**config.mk**
```make
export PLATFORM = sky130hd
export DESIGN_NAME = rca_nbit
export DESIGN_NICKNAME = d
export VERILOG_FILES = /design/src/rtl/rca_nbit.sv
export SDC_FILE = /design/constraint.sdc
export NUM_CORES = 1
export LEC_CHECK = 0
export BUFFER_PORTS_ARGS = -buffer_cell sky130_fd_sc_hd__buf_2
export CAP_MARGIN = 5
export CORE_AREA = 2 2 39 41
export CTS_BUF_LIST = sky130_fd_sc_hd__clkbuf_8
export DETAILED_ROUTE_END_ITERATION = 6
export DIE_AREA = 0 0 41 43
export PLACE_DENSITY = 0.53
export SLEW_MARGIN = 30
export SYNTH_ARGS = -nofsm -noshare
export SYNTH_HDL_FRONTEND = slang
export SYNTH_SLANG_ARGS = --single-unit
```
**constraint.sdc**
```tcl
create_clock -name clk -period 3 [get_ports clk]
set_clock_uncertainty 0.05 [all_clocks]
set_input_delay 0.3 -clock clk [delete_from_list [all_inputs] [get_ports clk]]
set_output_delay 0.3 -clock clk [all_outputs]
set_load 0.05 [all_outputs]
```
**src/rtl/rca_nbit.sv**
```systemverilog
// N-bit ripple-carry adder with a registered copy of the result.
// Optional signed-overflow outputs (ovf, ovf_q) when RCA_NBIT_OVF_EN is defined.
module rca_fa (
    input  logic i_a,
    input  logic i_b,
    input  logic i_c,
    output logic o_s,
    output logic o_c
);
    assign o_s = i_a ^ i_b ^ i_c;
    assign o_c = (i_a & i_b) | (i_a & i_c) | (i_b & i_c);
endmodule

module rca_nbit #(
    parameter int N = 4
) (
    input  logic         clk,
    input  logic         rst_n,
    input  logic [N-1:0] a,
    input  logic [N-1:0] b,
    input  logic         c_in,
    output logic [N-1:0] s,
    output logic         c_out,
`ifdef RCA_NBIT_OVF_EN
    output logic         ovf,
    output logic         ovf_q,
`endif
    output logic [N-1:0] s_q,
    output logic         c_out_q
);
    logic [N:0]   w_c;
    logic [N-1:0] w_s;
    logic [N-1:0] r_s;
    logic         r_c;

    assign w_c[0] = c_in;

    // Each cell consumes the carry produced by the cell below it.
    for (genvar i = 0; i < N; i++) begin : g_fa
        rca_fa u_fa (
            .i_a (a[i]),
            .i_b (b[i]),
            .i_c (w_c[i]),
            .o_s (w_s[i]),
            .o_c (w_c[i+1])
        );
    end

    assign s     = w_s;
    assign c_out = w_c[N];

    always_ff @(posedge clk or negedge rst_n) begin
        if (!rst_n) begin
            r_s <= '0;
            r_c <= 1'b0;
        end else begin
            r_s <= w_s;
            r_c <= w_c[N];
        end
    end

    assign s_q     = r_s;
    assign c_out_q = r_c;

`ifdef RCA_NBIT_OVF_EN
    logic w_ovf;
    logic r_ovf;

    // For N = 1, w_c[N-1] is c_in, which is the required degenerate case.
    assign w_ovf = w_c[N] ^ w_c[N-1];

    always_ff @(posedge clk or negedge rst_n) begin
        if (!rst_n) begin
            r_ovf <= 1'b0;
        end else begin
            r_ovf <= w_ovf;
        end
    end

    assign ovf   = w_ovf;
    assign ovf_q = r_ovf;
`endif
endmodule

```
==> results list <==
- The detail route stage leaves a number of antenna-violating nets equal to 0.
* RD Place Congestion: 0.629
- For this run, the detailed router's first-pass iteration total came to 1.
- Number of distinct standard cells referenced by the synthesized netlist: 4
- Global routing consumed, over all layers together, 5.98% of the routing resources.
* Worst vdd rail ir drop: 0.000161 V
* Type of origin of the critical path: primary input
- Max Clock Freq: 389 MHz
* Post-DP HPWL: 385 um
* Sink of the worst hold path: s_q[1]
* Cell type with the largest total area after synthesis: sky130_fd_sc_hd__dfrtp_1
- Max-capacitance violation count: 0
- Synthesis inferred 5 register bits.
- Clock root buffer: sky130_fd_sc_hd__clkbuf_8
* TritonCTS clock tree: built
* Final max-slew violation count: 0
- Yosys Warn Count: 0
- Summing every instance area after synthesis gives 273 um2.
- Clock-pin slew was measured on the worst setup and hold paths at 0.03 ns.
- After detailed routing, the number of vias per cell comes to 3.13.
* Average cell area after synthesis: 11.9 um2
- Sum of negative setup slack: 0 ns
* Power density normalized to cell area: 788 nW/um2
- The worst path needs 2.57 ns of the cycle, external delays included.
- Share of the clock period used by the worst path: 85.6%
* Via count: 188
- Wire length per cell: 7.47 um
- During placement, the flow inserted port buffers numbering 20.
- In this run the number of H-tree levels came out at 1.
* Layout Area Growth over Synthesis: 53.2%
- Data on the critical path is required at its endpoint by 2.65 ns.
- Die boundary height: 43 um
* Arrival time of data at the critical path endpoint: 2.22 ns
* Status: completed
* Tightest slew margin relative to the limit: 83.1%
- Routed Wire Length: 448 um
* Maximum number of buffers from clock root to sink: 2
- Entering global routing, the biggest net connects 6 pins.
- Kind of end point of the critical path: output port
- In the synthesized netlist, the number of instances is 23.
* Hold Violations, Final: 0
* Final Cell Area: 418 um2
- For this design, the sink count on the clock tree is 5.
* Remaining global-route overflow: 0
- Of the post-synthesis cell area, the dominant cell type holds 45.9%.
* Final number of setup-violating endpoints: 0
- The initial antenna violation count came to 0.
- Total nets after synthesis: 38
* Worst hold path depth: 2
- Vias in the first global route: 199
- Beginning of the worst hold path: b[1]
* Hold/Removal Path Class: primary input to flop
- Unrepaired setup endpoints after global routing: no
- Row Count: 14
- Total Die Area: 1760 um2
- Sequential-to-total area share from yosys stat: 45.9%
* Layout net count: 60
- In this run the worst path has a maximum fanout of 2.
- Counting the buffers created by CTS gives 3.
- Placeable core area: 1380 um2
- Slew @ Worst Pin: 0.256 ns
* Number of primary I/O pins: 21
* Ant diodes: 0
- Cell area after placement: 363 um2
- Commonest non-fill, non-tap cells in the layout: 20 x sky130_fd_sc_hd__buf_2, 11 x sky130_fd_sc_hd__inv_1, 5 x sky130_fd_sc_hd__dfrtp_1
- Initial standard-cell utilization of the core: 19.7%
- Wire length of the first global-routing pass: 621 um
- First DRT Iteration DRCs: 0
- Remaining design rule violation count: 0
- The die is 41 um wide.
- The analysis attributes to cell leakage a power of 0.250 nW.
* Synth area leaders: sky130_fd_sc_hd__dfrtp_1 46%, sky130_fd_sc_hd__fa_1 29%, sky130_fd_sc_hd__inv_1 14%
- Fraction of layout instances using a drive strength above 1: 52.3%
- The library cell used most frequently in the layout, excluding fill and tap cells, is sky130_fd_sc_hd__buf_2.
- Worst Path Class, Setup: primary input to output port
-- critical path: stages --
cell and delay, ns:
sky130_fd_sc_hd__buf_2 0.09, sky130_fd_sc_hd__inv_1 0.06, sky130_fd_sc_hd__fa_1 0.17, sky130_fd_sc_hd__inv_1 0.05, sky130_fd_sc_hd__fa_1 0.37, sky130_fd_sc_hd__fa_1 0.36
sky130_fd_sc_hd__inv_1 0.08, sky130_fd_sc_hd__fa_1 0.40, sky130_fd_sc_hd__inv_1 0.08, sky130_fd_sc_hd__buf_2 0.26
-- registers in the layout, indices dropped and copies added, names as in the netlist --
signal	flops
c_out_q	1
s_q	4
-- kinds of logic (layout without fill, tap and decap cells) --
logic type	Yosys count	count (layout)	synth area share [%]
buffers and inverters	14	35	24.8
adders and majority gates	4	4	29.4
DFF	5	5	45.9
-- area by class of cell --
class                      count  area [um2]
fill                         146         966
sequential                     5         125
timing repair buffer          21         110
multi-input combinational      4        80.1
clock buffer                   3        41.3
inverter                      10        37.5
tap                           16        20.0
clock inverter                 1        3.75
-- per-layer routing --
layer / global-route usage [%] / up-vias / share of wire [%] / routed length (um)
li1: - / 97 / - / -
met1: 3.97 / 80 / 38 / 172
met2: 9.06 / 11 / 51 / 229
met3: 0 / 0 / 10 / 46
met4: 12.0 / 0 / 0 / 0
met5: 0 / - / 0 / 0
-- timing repair --
action                                 in CTS  in global routing
setup buffers                               0                  0
resized for setup                           0                  0
endpoints found under the hold margin       5                  0
hold buffers                                1                  0
-- per-stage QoR --
stage	hold WS [ns]	utilization, %	cells	setup slack, ns	power [mW]
floorplan	-0.0456	-	23	0.652	0.193
global placement	0.0638	26.2	55	0.418	0.210
detailed placement	0.0658	26.2	55	0.413	0.212
CTS	0.336	30.2	60	0.411	0.335
global route	0.354	30.2	60	0.301	0.345
finish	0.340	30.2	60	0.431	0.329
-- report_power, final --
group	switching, mW	total [mW]	internal, mW
clock	0.0316	0.119	0.0876
sequential	0.00195	0.0806	0.0786
combinational	0.102	0.130	0.0274
-- Yosys cell counts --
cell and n:
sky130_fd_sc_hd__dfrtp_1 5, sky130_fd_sc_hd__buf_4 4, sky130_fd_sc_hd__inv_1 10, sky130_fd_sc_hd__fa_1 4
-- how the worst max path moves through the flow --
stage,start,to,slack (ns),cells past startpoint
3_3_place_gp,a[0],s[3],0.42,10
4_1_cts,a[0],s[3],0.41,10
6_report,a[0],s[3],0.43,10
2_1_floorplan,a[0],s[3],0.65,9
5_1_grt,a[0],s[3],0.30,10
3_5_place_dp,a[0],s[3],0.41,10
Note: power is estimated with default switching activity, not from simulation.
